[config.mk]
export PLATFORM = sky130hd
export DESIGN_NAME = des_round_ctrl_flat
export DESIGN_NICKNAME = d
export VERILOG_FILES = /design/src/rtl/des_round_ctrl_if.sv /design/src/rtl/des_round_ctrl.sv /design/src/flat_wrapper.sv
export SDC_FILE = /design/constraint.sdc
export NUM_CORES = 1
export LEC_CHECK = 0
export CELL_PAD_IN_SITES_DETAIL_PLACEMENT = 1
export CELL_PAD_IN_SITES_GLOBAL_PLACEMENT = 1
export CORE_MARGIN = 8
export CORE_UTILIZATION = 32
export CTS_CLUSTER_DIAMETER = 30
export DETAILED_ROUTE_END_ITERATION = 12
export PLACE_DENSITY = 0.79
export SYNTH_ARGS = -nofsm -noshare
export SYNTH_HDL_FRONTEND = slang
export SYNTH_SLANG_ARGS = --single-unit
[constraint.sdc]
create_clock -name clk -period 4.4 [get_ports clk]
set_input_delay 0.44 -clock clk [delete_from_list [all_inputs] [get_ports clk]]
set_output_delay 0.44 -clock clk [all_outputs]
set_load 0.02 [all_outputs]
[src/rtl/des_round_ctrl_if.sv]
// Host-side handshake bundle for the DES round sequencer: block accept and result delivery.
interface des_round_ctrl_if;
  logic in_valid;
  logic in_ready;
  logic in_decrypt;
  logic out_valid;
  logic out_ready;

  modport master (
    output in_valid,
    output in_decrypt,
    output out_ready,
    input  in_ready,
    input  out_valid
  );

  modport slave (
    input  in_valid,
    input  in_decrypt,
    input  out_ready,
    output in_ready,
    output out_valid
  );
endinterface

[src/rtl/des_round_ctrl.sv]
// Iterative DES sequencer: steps one shared round datapath and the C/D key shifter
// through load, NUM_ROUNDS Feistel rounds and the final permutation, one block at a time.
module des_round_ctrl #(
  parameter int unsigned              NUM_ROUNDS  = 16,
  parameter logic [NUM_ROUNDS-1:0]    SHIFT_SCHED = 16'b1000_0001_0000_0011
) (
  input  logic                   clk,
  input  logic                   rst_n,
  des_round_ctrl_if.slave        host,
  output logic                   ld_data,
  output logic                   key_ld,
  output logic                   round_en,
  output logic [3:0]             round_idx,
  output logic                   key_shift_en,
  output logic                   key_dir,
  output logic [1:0]             key_shift_amt,
  output logic                   fin_en,
  output logic                   busy
);

  localparam logic [3:0] LastRound = 4'(NUM_ROUNDS - 1);

  typedef enum logic [2:0] {
    StIdle  = 3'd0,
    StLoad  = 3'd1,
    StRound = 3'd2,
    StFinal = 3'd3,
    StHold  = 3'd4
  } state_e;

  state_e     state_q, state_d;
  logic [3:0] rcnt_q, rcnt_d;
  logic       mode_q, mode_d;

  always_ff @(posedge clk) begin
    if (!rst_n) begin
      state_q <= StIdle;
      rcnt_q  <= 4'd0;
      mode_q  <= 1'b0;
    end else begin
      state_q <= state_d;
      rcnt_q  <= rcnt_d;
      mode_q  <= mode_d;
    end
  end

  always_comb begin
    state_d        = state_q;
    rcnt_d         = rcnt_q;
    mode_d         = mode_q;
    host.in_ready  = 1'b0;
    host.out_valid = 1'b0;
    ld_data        = 1'b0;
    key_ld         = 1'b0;
    round_en       = 1'b0;
    round_idx      = 4'd0;
    key_shift_en   = 1'b0;
    key_dir        = 1'b0;
    key_shift_amt  = 2'd0;
    fin_en         = 1'b0;

    case (state_q)
      StIdle: begin
        host.in_ready = 1'b1;
        if (host.in_valid) begin
          mode_d  = host.in_decrypt;
          state_d = StLoad;
        end
      end
      StLoad: begin
        ld_data = 1'b1;
        key_ld  = 1'b1;
        rcnt_d  = 4'd0;
        state_d = StRound;
      end
      StRound: begin
        round_en     = 1'b1;
        key_shift_en = 1'b1;
        round_idx    = rcnt_q;
        key_dir      = mode_q;
        // Decrypt round 0 uses K16, which equals the freshly loaded PC1 value.
        if (mode_q && (rcnt_q == 4'd0)) begin
          key_shift_amt = 2'd0;
        end else begin
          key_shift_amt = SHIFT_SCHED[rcnt_q] ? 2'd1 : 2'd2;
        end
        if (rcnt_q == LastRound) begin
          rcnt_d  = 4'd0;
          state_d = StFinal;
        end else begin
          rcnt_d = rcnt_q + 4'd1;
        end
      end
      StFinal: begin
        fin_en  = 1'b1;
        state_d = StHold;
      end
      StHold: begin
        host.out_valid = 1'b1;
        if (host.out_ready) begin
          state_d = StIdle;
        end
      end
      default: begin
        state_d = StIdle;
      end
    endcase
  end

  assign busy = (state_q != StIdle);

endmodule

[src/flat_wrapper.sv]
// flat-port wrapper written by rule: the top's interface ports become plain ports
module des_round_ctrl_flat 
#(
  parameter int unsigned              NUM_ROUNDS  = 16,
  parameter logic [NUM_ROUNDS-1:0]    SHIFT_SCHED = 16'b1000_0001_0000_0011
)
  (clk, rst_n, ld_data, key_ld, round_en, round_idx, key_shift_en, key_dir, key_shift_amt, fin_en, busy, host_in_valid, host_in_decrypt, host_out_ready, host_in_ready, host_out_valid);
  des_round_ctrl_if host_i ();
  input  logic clk;
  input  logic rst_n;
  output logic ld_data;
  output logic key_ld;
  output logic round_en;
  output logic [3:0] round_idx;
  output logic key_shift_en;
  output logic key_dir;
  output logic [1:0] key_shift_amt;
  output logic fin_en;
  output logic busy;
  input wire logic [$bits(host_i.in_valid)-1:0] host_in_valid;
  input wire logic [$bits(host_i.in_decrypt)-1:0] host_in_decrypt;
  input wire logic [$bits(host_i.out_ready)-1:0] host_out_ready;
  output wire logic [$bits(host_i.in_ready)-1:0] host_in_ready;
  output wire logic [$bits(host_i.out_valid)-1:0] host_out_valid;
  assign host_i.in_valid = host_in_valid;
  assign host_i.in_decrypt = host_in_decrypt;
  assign host_i.out_ready = host_out_ready;
  assign host_in_ready = host_i.in_ready;
  assign host_out_valid = host_i.out_valid;
  des_round_ctrl #(.NUM_ROUNDS(NUM_ROUNDS), .SHIFT_SCHED(SHIFT_SCHED)) u_core (.clk(clk), .rst_n(rst_n), .host(host_i), .ld_data(ld_data), .key_ld(key_ld), .round_en(round_en), .round_idx(round_idx), .key_shift_en(key_shift_en), .key_dir(key_dir), .key_shift_amt(key_shift_amt), .fin_en(fin_en), .busy(busy));
endmodule
; After elaboration in Yosys (flattened, before gate mapping)
; Memories as Yosys holds them, arrays and structs flattened. A register that Yosys moved wholly into a read port is not among the register bits.
; Cells that the tools add are included.
[word_totals]
n_memories = 1
inputBits = 5
ff_bits = 8
rom_bits = 16
[memory_table]
columns = name, depth, width, read_ports, rd_ports_with_merged_regs, write_ports, line_no
row1 = (no name shown), 16, 1, 1, 1, 0, des_round_ctrl.sv:85  ; key_shift_amt = SHIFT_SCHED[rcnt_q] ? 2'd1 : 2'd2;
[op_classes]
mux = 19
eq_ne = 8
reduce_logical = 7
n_lt_le_gt_ge = 1
n_addsub = 1
[op_table]
columns = operator, n
row1 = $mux W4, 4
row2 = $pmux W3 S5, 1
row3 = $mux W3, 3
row4 = $pmux W4 S2, 1
row5 = $mux W1, 7
row6 = $eq A3 B2 Y1 const B, 2
row7 = $mux W2, 3
row8 = $lt A4 B5 Y1 const B, 1
row9 = $add A4 B1 Y4 const B, 1
row10 = $eq A4 B4 Y1 const B, 1
row11 = $logic_not A4 Y1, 1
row12 = $ne A2 B2 Y1 const B, 2
row13 = $eq A3 B1 Y1 const B, 1
row14 = $eq A3 B3 Y1 const B, 1
row15 = $logic_not A3 Y1, 1
row16 = $reduce_and A3 Y1, 1
row17 = $reduce_bool A3 Y1, 1
row18 = $ne A2 B1 Y1 const B, 1
row19 = $reduce_and A2 Y1, 1
row20 = $reduce_bool A2 Y1, 1
row21 = $logic_and A1 B1 Y1, 1

; Longest topological paths before layout
[logic_depth]
word_depth = 5
ltp_mapped = 7

; Least setup slack after synthesis
; Ideal clock, no wire load.
[synth_timing]
path_type = flip-flop to flip-flop
from = register u_core.state_q[0]
to = register (tool-made name)
t_arrival_ns = 1.881
path_stages_with_launch = 5
setup_time_ns = 0.116
setup_slack_ns = 2.403
path_buffers = 0
path_cell_list = dfxtp_1 nor3b_1 nor2_4 o311a_4 a41o_1
[synth_rtl]
columns = element, line_no
row1 = from (decl), des_round_ctrl.sv:31  ; state_e state_q, state_d;
row2 = from (signal assigned), des_round_ctrl.sv:37  ; state_q <= StIdle;
row3 = from (signal assigned), des_round_ctrl.sv:41  ; state_q <= state_d;

; Worst setup path after layout
[layout_timing]
from = register u_core.state_q[1]
to = output key_shift_amt[0]
[layout_via]
elab_chain_cells = 2
[layout_rtl]
columns = element, line_no
row1 = $eq A3 B2 Y1, des_round_ctrl.sv:62  ; case (state_q)
row2 = $mux W2, des_round_ctrl.sv:62
row3 = to (decl), flat_wrapper.sv:17  ; output logic [1:0] key_shift_amt;
; No other way between the ends.

==> flow_metrics.tcl <==
set metrics [dict create \
    maxSlewHeadroom_pct 50.3 \
    grt_pass1_vias 511 \
    grt_overflow_total 0 \
    synth_area_per_cell_um2 8.56 \
    skew_ns 0.00628 \
    crit_path_cell_trace "or3b_1 > clkinv_8 > and3_2 > clkdlybuf4s50_1" \
    drt_pass1_iterations 4 \
    startpoint_type "register" \
    synth_area_um2 548 \
    wl_per_cell_um 14.2 \
    core_um2 1670 \
    die-width_um 57.4 \
    drtIter0Drc 6 \
    core.rowCount 15 \
    min_period_ns 2.55 \
    post-cts-setup-buffer-count 0 \
    synth_flop_cell "dfxtp_1" \
    grt_pass1_wl_um 2400 \
    crit_fanout 9 \
    ios 20 \
    whs_path_depth 2 \
    fin_crit_sh_pct 57.9 \
    wl_um 1440 \
    cts_buffers 3 \
    cts_buffer_depth 2 \
    root_buffer "clkbuf_4" \
    ant_nets 0 \
    power_leakage_nw 0.302 \
    hold_violations 0 \
    place.gp.congestion 0.782 \
    critPathRequiredTime_ns 3.96 \
    status "finished, final reports clean" \
    ir_drop_v 0.000158 \
    vias 517 \
    cts_hold_buf 0 \
    power_density_nw_per_um2 293 \
    dp_hpwl_um 1190 \
    path_buf_inv 2 \
    synthArstFlopShare_pct 0 \
    final_area_um2 761 \
    synth_nets 71 \
    netlist_top_cells_area "dfxtp_1 33%, nor2_1 6.8%, inv_1 4.8%, ha_1 4.6%, o311a_4 3.9%" \
    critPathTopFamily "simple AND/OR/NAND/NOR gates" \
    synth_top_area_cell "dfxtp_1" \
    ys_ff_latch 9 \
    hp-class "register to register" \
    port_buffers 19 \
    r2r-start "u_core.state_q[0]$_SDFFE_PN0P_" \
    ys_seq_area_share_pct 32.9 \
    worstSkewPairLatency_ns 0.26 \
    nNetsFinal 92 \
    drc_errors 0 \
    cts-resized-gates 0 \
    slowest_delay_ns 0.60 \
    ys_types 29 \
    worstRegToRegCells 6 \
    cp-end-kind "primary output" \
    rsz0062_at_grt "no" \
    syn_to_final_growth_pct 38.8 \
    fin_cells 101 \
    track_usage_pct 9.30 \
    worst_pin_slew_ns 0.744 \
    critPathArrivalTime_ns 2.11 \
    crit_slowest_cell "clkdlybuf4s50_1" \
    setup_tns_ns 0 \
    cts_tree "yes" \
    diodes 0 \
    drv_slew 0 \
    routed_via_density 5.12 \
    drive_gt1_share_pct 19.0 \
    min_from "u_core.mode_q$_SDFFE_PN0P_" \
    hold_slack_ns 0.474 \
    setup_violations 0 \
    h-tree-depth 1 \
    clock-sinks 9 \
    syn_inst 64 \
    cap_viol_max_count 0 \
    fillers 203 \
    yosys_warnings 0 \
    synth_edf_count 0 \
    worstSetupPathType "register to primary output" \
    die_h_um 57.4 \
    grt_max_degree 10 \
    fmax_ghz 0.393 \
    final_core_util_pct 45.5 \
    r2r_slack_ns 2.41 \
    path_clk_slew_ns 0.07 \
    dieArea_um2 3290 \
    antenna_found_initial 0 \
    initial_utilization_pct 32.8 \
    synth_top_area_share_pct 32.9 \
    dpl-instance-area_um2 733 \
    dp.cells 97 \
    hold-path-endpoint "u_core.mode_q$_SDFFE_PN0P_" \
]
synth_stat cells, drive strengths merged (2+ instances only):
cell / instances
nand2: 5
nor3: 2
or3: 2
inv: 7
ha: 2
nor2: 11
and2: 3
dfxtp: 9
nand3: 2
nor3b: 2
buf: 3
a21oi: 3
where the power goes:
group	switching (W)	total (W)	internal, W	leakage, nW
clock	0.0000311	0.0000647	0.0000336	0.0177
sequential	0.00000426	0.0000901	0.0000858	0.0732
combinational	0.0000378	0.0000679	0.0000301	0.211
placed cells by master, fill, tap and decap left out, types with 2 or more instances in the layout:
master / instances
nand3_1: 2
nor3_1: 2
clkdlybuf4s50_1: 19
inv_1: 7
nor2_1: 10
nor3b_1: 2
a21oi_1: 2
or3_2: 2
nand2_1: 5
dfxtp_1: 9
clkbuf_4: 3
and2_1: 2
ha_1: 2
per-layer routing:
metal,routed length (um),vias up,track usage [%]
met5,0,-,0
met1,597,245,9.14
li1,-,258,-
met3,52,2,2.24
met2,764,12,17.7
met4,22,0,4.29
metrics by stage:
| stage | power [W] | setup slack, ns |
|---|---|---|
| floorplan | 0.000136 | 2.40 |
| finish | 0.000223 | 1.85 |
| detailed placement | 0.000161 | 2.12 |
| CTS | 0.000228 | 1.82 |
| global placement | 0.000159 | 2.16 |
| global route | 0.000237 | 1.73 |
area by class of cell:
class / instances / area (um2) / area share, %
sequential: 9 / 180 / 23.7
multi-input combinational: 44 / 299 / 39.3
inverter: 8 / 42.5 / 5.59
tap: 17 / 21.3 / 2.80
timing repair buffer: 19 / 190 / 25.0
clock inverter: 1 / 5.00 / 0.658
clock buffer: 3 / 22.5 / 2.96
worst min-delay path, cell delays in order (launching register included):
cell     delay (ns)
dfxtp_1        0.32
nand2_1        0.06
a21oi_1        0.05
how the worst max path moves through the flow:
stage | start | to | slack, ns | cells after the start
floorplan | u_core.state_q[0]$_SDFFE_PN0P_ | register | 2.40 | 4
global placement | u_core.state_q[1]$_SDFFE_PN0P_ | key_shift_amt[0] | 2.16 | 4
detailed placement | u_core.state_q[1]$_SDFFE_PN0P_ | key_shift_amt[1] | 2.12 | 5
CTS | u_core.state_q[1]$_SDFFE_PN0P_ | key_shift_amt[1] | 1.82 | 5
global route | u_core.state_q[1]$_SDFFE_PN0P_ | key_shift_amt[1] | 1.73 | 5
finish | u_core.state_q[1]$_SDFFE_PN0P_ | key_shift_amt[0] | 1.85 | 4
kinds of logic after synthesis:
logic type	count (synthesis)	synth area share, %
and+or+nand+nor	31	31.1
buffers and inverters	11	12.6
DFF	9	32.9
adders and majority gates	2	4.57
AOI/OAI and AO/OA	11	18.9
Note: power is estimated with default switching activity, not from simulation.
